**config.mk**
```make
export PLATFORM = sky130hd
export DESIGN_NAME = timing_align
export DESIGN_NICKNAME = d
export VERILOG_FILES = /design/src/rtl/timing_align.sv
export SDC_FILE = /design/constraint.sdc
export NUM_CORES = 1
export LEC_CHECK = 0
export CAP_MARGIN = 25
export CORE_MARGIN = 5
export CORE_UTILIZATION = 45
export DETAILED_ROUTE_END_ITERATION = 12
export MAX_ROUTING_LAYER = met4
export PLACE_DENSITY = 0.73
export SYNTH_ARGS = -nofsm -noshare
export SYNTH_HDL_FRONTEND = slang
export SYNTH_SLANG_ARGS = --single-unit
```
**constraint.sdc**
```tcl
create_clock -name sys_clk -period 7.2 [get_ports sys_clk]
set_input_delay 1.8 -clock sys_clk [delete_from_list [all_inputs] [get_ports sys_clk]]
set_output_delay 1.8 -clock sys_clk [all_outputs]
set_load 0.01 [all_outputs]
```
**src/rtl/timing_align.sv**
```systemverilog
// Automatic delay-tap selection: sweeps delay_change over four taps, picks the
// tap with least sum-of-absolute-error vs sig_ref. Option: TIMING_ALIGN_TRACK_EN.
module timing_align #(
    parameter int LOG2_N = 8,
    parameter int SETTLE = 2,
    parameter int ACC_W  = 18 + LOG2_N
) (
    input  logic                sys_clk,
    input  logic                reset,
    input  logic                sam_clk_en,
    input  logic                start,
    input  logic signed [17:0]  sig_ref,
    input  logic signed [17:0]  sig_dut,
    output logic [1:0]          delay_change,
    output logic                busy,
    output logic                locked,
    output logic [ACC_W-1:0]    best_err
);

    localparam int SC_W = (SETTLE > 1) ? $clog2(SETTLE) : 1;

    typedef enum logic [2:0] {
        ST_IDLE,
        ST_SETTLE,
        ST_ACCUM,
        ST_COMPARE,
        ST_DONE
    } state_t;

    // A zero settle count goes straight to accumulation.
    localparam state_t FIRST_ST = (SETTLE == 0) ? ST_ACCUM : ST_SETTLE;

    state_t             state, state_nxt;
    logic [1:0]         cand, cand_nxt;
    logic [1:0]         best_idx, best_idx_nxt;
    logic [SC_W-1:0]    settle_cnt, settle_cnt_nxt;
    logic [LOG2_N-1:0]  sample_cnt, sample_cnt_nxt;
    logic [ACC_W-1:0]   acc, acc_nxt;
    logic [ACC_W-1:0]   best_err_nxt;
    logic [1:0]         delay_change_nxt;
    logic               busy_nxt, locked_nxt;

    logic signed [18:0] diff;
    logic [18:0]        diff_neg;
    logic [17:0]        mag;
    logic [ACC_W-1:0]   acc_sum;
    logic               settle_last, sample_last;
    logic               take;
    logic               launch;

    always_comb begin
        diff     = {sig_ref[17], sig_ref} - {sig_dut[17], sig_dut};
        diff_neg = -diff;
        mag      = diff[18] ? diff_neg[17:0] : diff[17:0];
        acc_sum  = acc + ACC_W'(mag);
    end

    assign settle_last = (settle_cnt == SC_W'(SETTLE - 1));
    assign sample_last = (sample_cnt == '1);
    assign take        = (cand == 2'd0) || (acc < best_err);

`ifdef TIMING_ALIGN_TRACK_EN
    logic [ACC_W+1:0] track_limit;
    logic             track_fail;
    assign track_limit = {1'b0, best_err, 1'b0} + ((ACC_W + 2)'(1) << LOG2_N);
    assign track_fail  = ((ACC_W + 2)'(acc_sum) > track_limit);
`endif

    always_comb begin
        state_nxt        = state;
        cand_nxt         = cand;
        best_idx_nxt     = best_idx;
        settle_cnt_nxt   = settle_cnt;
        sample_cnt_nxt   = sample_cnt;
        acc_nxt          = acc;
        best_err_nxt     = best_err;
        delay_change_nxt = delay_change;
        busy_nxt         = busy;
        locked_nxt       = locked;
        launch           = 1'b0;

        case (state)
            ST_IDLE: begin
                busy_nxt = 1'b0;
                if (start) launch = 1'b1;
            end

            ST_SETTLE: begin
                if (sam_clk_en) begin
                    if (settle_last) begin
                        state_nxt      = ST_ACCUM;
                        sample_cnt_nxt = '0;
                    end else begin
                        settle_cnt_nxt = settle_cnt + 1'b1;
                    end
                end
            end

            ST_ACCUM: begin
                if (sam_clk_en) begin
                    acc_nxt        = acc_sum;
                    sample_cnt_nxt = sample_cnt + 1'b1;
                    if (sample_last) state_nxt = ST_COMPARE;
                end
            end

            ST_COMPARE: begin
                // Strobes landing here are ignored; the next settle window covers them.
                if (take) begin
                    best_err_nxt = acc;
                    best_idx_nxt = cand;
                end
                acc_nxt        = '0;
                settle_cnt_nxt = '0;
                sample_cnt_nxt = '0;
                if (cand == 2'd3) begin
                    state_nxt        = ST_DONE;
                    busy_nxt         = 1'b0;
                    locked_nxt       = 1'b1;
                    delay_change_nxt = take ? cand : best_idx;
                end else begin
                    state_nxt        = FIRST_ST;
                    cand_nxt         = cand + 1'b1;
                    delay_change_nxt = cand + 1'b1;
                end
            end

            ST_DONE: begin
                if (start) begin
                    launch = 1'b1;
                end
`ifdef TIMING_ALIGN_TRACK_EN
                else if (sam_clk_en) begin
                    acc_nxt        = acc_sum;
                    sample_cnt_nxt = sample_cnt + 1'b1;
                    if (sample_last) begin
                        if (track_fail) launch = 1'b1;
                        else            acc_nxt = '0;
                    end
                end
`endif
            end

            default: state_nxt = ST_IDLE;
        endcase

        if (launch) begin
            state_nxt        = FIRST_ST;
            cand_nxt         = '0;
            delay_change_nxt = '0;
            settle_cnt_nxt   = '0;
            sample_cnt_nxt   = '0;
            acc_nxt          = '0;
            busy_nxt         = 1'b1;
            locked_nxt       = 1'b0;
        end
    end

    always_ff @(posedge sys_clk) begin
        if (reset) begin
            state        <= ST_IDLE;
            cand         <= '0;
            best_idx     <= '0;
            settle_cnt   <= '0;
            sample_cnt   <= '0;
            acc          <= '0;
            best_err     <= '0;
            delay_change <= '0;
            busy         <= 1'b0;
            locked       <= 1'b0;
        end else begin
            state        <= state_nxt;
            cand         <= cand_nxt;
            best_idx     <= best_idx_nxt;
            settle_cnt   <= settle_cnt_nxt;
            sample_cnt   <= sample_cnt_nxt;
            acc          <= acc_nxt;
            best_err     <= best_err_nxt;
            delay_change <= delay_change_nxt;
            busy         <= busy_nxt;
            locked       <= locked_nxt;
        end
    end

endmodule

```
**Word level (Yosys, flattened, before mapping)**

Cells that the tools add are included.
W data, S select, Z words.

- Bits in registers: 72
- Bits in latches: 0
- RAM bits: 0
- Memory bits (read-only): 0
- Input bits: 40
- Output and inout bits: 30
- Word-level logic and storage cells: 78
- Memories: 0

- Add/sub/neg operators: 6
- $mul: 0
- Divide/modulo/power cells: 0
- Order comparisons: 1
- Equal/unequal tests: 16
- Shift-type cells: 0
- Muxes and demuxes: 24
- Bitwise logic cells: 2
- Reduce and logical (&&, ||, !) cells: 18

Operators by type and width:

| kind | count |
|---|---|
| $pmux W26 S2 | 1 |
| $add A26 B18 Y26 | 1 |
| $lt A26 B26 Y1 | 1 |
| $mux W26 | 1 |
| $mux W8 | 3 |
| $pmux W8 S3 | 1 |
| $sub A18 B18 Y19 | 1 |
| $mux W18 | 1 |
| $neg A18 Y18 | 1 |
| $mux W3 | 5 |
| $ne A3 B3 Y1 const B | 5 |
| $pmux W3 S4 | 1 |
| $reduce_and A2 Y1 | 6 |
| $reduce_and A5 Y1 | 2 |
| $add A8 B1 Y8 const B | 1 |
| $eq A8 B8 Y1 const B | 1 |
| $ne A2 B2 Y1 const B | 4 |
| $mux W1 | 7 |
| $eq A3 B2 Y1 const B | 2 |
| $reduce_bool A3 Y1 | 2 |
| $mux W2 | 2 |
| $pmux W1 S2 | 2 |
| $reduce_and A4 Y1 | 1 |
| $reduce_bool A2 Y1 | 2 |
| 11 further kinds | 13 |

**Logic depth before layout (Yosys ltp)**

- Depth after elaboration: 6
- Gate-level depth with buffers: 24
- Depth with buffers taken out: 24

**Worst setup path after synthesis**

No wires, ideal clock.

- Kind: input to register
- Start point: in sig_ref[0]
- End point: reg acc[19]
- Library setup time: 121 ps
- Arrival time: 6,050 ps
- Required time: 7,079 ps
- Path slack: 1,029 ps
- Stages: 24
- Path buffers: 0
- Path through: inv_1 ha_1 fa_1 nand2b_1 a21oi_2 o211ai_2 o311a_1 a311oi_2 a21o_1 or2_4 mux2i_4 nand2_1 o21ai_0 ha_1 a21o_1 a21o_1 a211oi_1 o211ai_1 nand3_1 a41oi_1 a221o_1 nand3_1 xor2_1 nor2_1

- Longest elaborated chain between the ends: 6

Ends and longest elaborated chain:

| what | RTL line | RTL |
|---|---|---|
| start: declaration | 12 | `input logic signed [17:0] sig_ref,` |
| $sub A18 B18 Y19 (*) | 52 | `diff = {sig_ref[17], sig_ref} - {sig_dut[17], sig_dut};` |
| $neg A18 Y18 | 53 | `diff_neg = -diff;` |
| $mux W18 (*) | 54 | `mag = diff[18] ? diff_neg[17:0] : diff[17:0];` |
| $add A26 B18 Y26 (*) | 55 | `acc_sum = acc + ACC_W'(mag);` |
| $mux W26 (*) | 100 | `if (sam_clk_en) begin` |
| $pmux W26 S2 (*) | 82 | `case (state)` |
| end signal: assignment | 177 | `acc <= acc_nxt;` |
| end: declaration | 38 | `logic [ACC_W-1:0] acc, acc_nxt;` |

Every way passes the cells marked *; elsewhere a longest branch is shown, timed or not. The select of a mux whose other input is x is not followed.
A chain may end at the register's enable or synchronous reset.

**Worst setup path after layout**

- Start point: in sig_ref[0]
- End point: reg acc[21]

The elaborated chain is that of the path after synthesis.

==> out/metrics.csv <==
stage,metric,value,unit
status,result of the run,"complete, no violations",
clock_tree,H-tree depth reported by CTS,3,
layout,footprint of the multi-input gates,0.003953,mm²
floorplan,DIE WIDTH,122.7,µm
layout,Inserted Diodes,0,
clock_tree,number of clock sinks,72,
clock_tree,total CTS buffers,9,
timing,final number of hold-violating endpoints,0,
layout,share of post-route cells with drive strength above 1,4.828,%
synthesis,sequential area share after synthesis,25.24,%
route,residual DRC count,0,
synthesis,total nets after synthesis,828,
clock_tree,TritonCTS clock tree,done,
placed_design,Detail Placement HPWL,10790,µm
synthesis,instance count of the mapped netlist,720,
route,detailed-routing iteration count for the pre-antenna-repair pass,4,
route,Vias per Instance,5.488,
timing,Max Slew Vio Count,0,
layout,area added between synthesis and finish,20.64,%
timing,maximum frequency from static timing analysis,0.1459,GHz
placed_design,global placer's final weighted congestion,0.8999,
worst_setup_path,WS Path Type,in2reg,
global_routing,wire length of the first global-routing pass,23160,µm
synthesis,average size of a mapped cell,7.933,µm²
synthesis,"Primary FF master, synth",sky130_fd_sc_hd__dfxtp_1,
layout,count of fill cells added during filler insertion,1187,
worst_setup_path,Crit path arrival time,7070,ps
run,max_cap viols,0,
power_and_ir_drop,peak supply drop,90.19,µV
global_routing,largest net degree at the start of global routing,34,
synthesis,number of distinct library cells after synthesis,66,
global_routing,overall track demand over capacity in global routing,19.24,%
route,vias,5263,
route,sum of routed wire length over all layers,13780,µm
worst_setup_path,Worst Path Max Fanout,10,
timing,final critical delay including setup and external delays,6853,ps
timing,Final setup violation count,0,
floorplan,io pins,70,
layout,most used cells in the layout excluding fill and tap cells,"sky130_fd_sc_hd__nor2_1, sky130_fd_sc_hd__dfxtp_1, sky130_fd_sc_hd__clkdlybuf4s50_1",
synthesis,Mapped Area,0.005712,mm²
synthesis,proportion of synthesized flip-flops having asynchronous set or reset,0,%
timing,relative max-transition margin,47.46,%
power_and_ir_drop,total design power,0.001170,W
synthesis,number of enable flip-flop cells after synthesis,0,
layout,most frequent standard cell in the layout excluding fill and tap cells,sky130_fd_sc_hd__nor2_1,
timing,RSZ-0062 raised after global routing,no,
worst_setup_path,worst path required time,7420,ps
global_routing,via count of the first global-routing pass,5149,
power_and_ir_drop,power per cell area,169.8,mW/mm²
clock_tree,post-CTS setup repair buffer count,0,
floorplan,Die ar.,0.01505,mm²
timing,Post-Route Skew,2.981,ps
clock_tree,clock latency at the later pin of the worst-skew pair,340,ps
clock_tree,clk buf depth,2,
power_and_ir_drop,cell leakage power,3.105,nW
synthesis,flop and latch count out of synthesis,72,
layout,area used by sequential logic in the layout,0.001441,mm²
clock_tree,"Reg clk slew, reported paths",50,ps
global_routing,number of antenna violations at the first check in global routing,0,
floorplan,vertical die dimension,122.7,µm
global_routing,fraction of met3 tracks used by global routing,2.995,%
clock_tree,Clk Tree Root Cell,sky130_fd_sc_hd__clkbuf_16,
timing,worst slew pin tran,788.1,ps
timing,total negative slack,0,ps
route,WL/cell,14.37,µm
floorplan,initial core utilization,45.63,%
timing,Final Cycle Share,95.18,%
min_path,Hold WC Path Type,reg2reg,
global_routing,total congestion overflow,0,
floorplan,placeable core area,0.01252,mm²
global_routing,met2 demand-to-capacity share in global routing,33.00,%
worst_setup_path,kind of start point of the critical path,input port,
timing,hold_ws,473.3,ps
floorplan,number of rows in the core area,41,
route,number of nets still failing antenna checks after routing,0,
layout,fin nets,891,
worst_setup_path,sort of element at the end of the critical path,flip-flop,
route,initial drt markers,319,
placed_design,Port Buffers,69,
global_routing,M1 GR Usage,23.19,%
synthesis,number of synthesis warnings,0,
global_routing,most congested layer reported by global routing,met2,
## state kept, by name (all words and copies together), names as in the netlist
| register | count |
|---|---|
| acc | 26 |
| best_err | 26 |
| sample_cnt | 8 |
| state | 3 |
| best_idx | 2 |
| cand | 2 |
| delay_change | 2 |
| busy | 1 |
| locked | 1 |
| settle_cnt | 1 |
## final cells by class
type | count | area share [%]
multi-input combinational | 561 | 57.36
sequential | 72 | 20.92
timing repair buffer | 73 | 10.80
inverter | 66 | 3.595
clock buffer | 12 | 3.577
tap | 172 | 3.123
clock inverter | 3 | 0.6174
## report_power, final
| part | switching (W) | leakage, nW | internal, W | total (W) |
|---|---|---|---|---|
| registers | 0.00000196 | 0.580 | 0.000400 | 0.000402 |
| clock network | 0.000161 | 0.139 | 0.000275 | 0.000436 |
| logic | 0.000187 | 2.39 | 0.000145 | 0.000332 |
## worst paths after layout
kind	end	start	cells past startpoint	slack [ps]
worst max-delay path	acc[21]	sig_ref[0]	25	350
worst min-delay path	locked	locked	2	470
worst max register to register	acc[18]	acc[0]	13	4190
worst min register to register	locked	locked	2	470
## layer usage
| metal | share of wire, % | vias up |
|---|---|---|
| met3 | 3.9 | 16 |
| met4 | 1.2 | 0 |
| li1 | - | 2686 |
| met1 | 46 | 2435 |
| met2 | 49 | 126 |
| met5 | 0 | - |
## cell families (layout without fill, tap and decap cells)
logic type	count (synthesis)	count (layout)	synth area share (%)
xor+xnor	47	47	7.207
compound gates	182	182	21.18
mux	31	31	5.739
fa+ha+maj	68	68	15.16
flops	72	72	25.24
simple gates	233	233	19.65
buf+inv	87	154	5.827
## synth_stat cells, types with 9 or more instances
master	n	share of area (%)
sky130_fd_sc_hd__inv_1	66	4.3
sky130_fd_sc_hd__xor2_1	22	3.4
sky130_fd_sc_hd__a21oi_1	53	4.6
sky130_fd_sc_hd__xnor2_1	25	3.8
sky130_fd_sc_hd__o21ai_0	21	1.8
sky130_fd_sc_hd__or3_1	12	1.3
sky130_fd_sc_hd__nand2_1	35	2.3
sky130_fd_sc_hd__clkbuf_1	18	1.2
sky130_fd_sc_hd__ha_1	66	14
sky130_fd_sc_hd__nand3_1	18	1.6
sky130_fd_sc_hd__a21o_1	28	3.7
sky130_fd_sc_hd__nor3_1	11	0.96
sky130_fd_sc_hd__o21ai_1	12	1.1
sky130_fd_sc_hd__mux2i_1	29	5.1
sky130_fd_sc_hd__nor2_1	95	6.2
sky130_fd_sc_hd__nand4_1	16	1.8
sky130_fd_sc_hd__a22oi_1	9	1.2
sky130_fd_sc_hd__and3_1	11	1.2
sky130_fd_sc_hd__dfxtp_1	72	25
## critical path, cell delays in order
cell                              delay, ps
sky130_fd_sc_hd__clkdlybuf4s50_1        450
sky130_fd_sc_hd__inv_1                   40
sky130_fd_sc_hd__ha_1                   210
sky130_fd_sc_hd__fa_1                   390
sky130_fd_sc_hd__nand2b_1               190
sky130_fd_sc_hd__a21oi_2                200
sky130_fd_sc_hd__o211ai_2               120
sky130_fd_sc_hd__o311a_1                370
sky130_fd_sc_hd__a311oi_2               300
sky130_fd_sc_hd__a21o_1                 180
sky130_fd_sc_hd__or2_4                  130
sky130_fd_sc_hd__mux2i_4                100
sky130_fd_sc_hd__nand2_1                110
sky130_fd_sc_hd__o21ai_0                 90
sky130_fd_sc_hd__ha_1                   290
sky130_fd_sc_hd__a21o_1                 180
sky130_fd_sc_hd__a21o_1                 200
sky130_fd_sc_hd__a211oi_1               420
sky130_fd_sc_hd__o211ai_1               210
sky130_fd_sc_hd__nand3_1                110
sky130_fd_sc_hd__a41oi_1                170
sky130_fd_sc_hd__a221o_1                430
sky130_fd_sc_hd__nand3_1                130
sky130_fd_sc_hd__xor2_1                 180
sky130_fd_sc_hd__nor2_1                  50
## repair_timing
item | 4_1_cts | 5_1_grt
endpoints found under the setup margin | 0 | 1
hold buffers | 0 | 0
gates resized for setup | 0 | 1
## metrics by stage
stage               setup WS (ps)  cells  area, µm²  utilization, %
floorplan                    1029    720       5712               -
global placement            177.2    942       6559           52.40
detailed placement          20.89    944       6598           52.71
CTS                         363.9    959       6887           55.02
global route                63.93    959       6890           55.05
finish                      346.8    959       6890           55.05
Note: power is estimated with default switching activity, not from simulation.
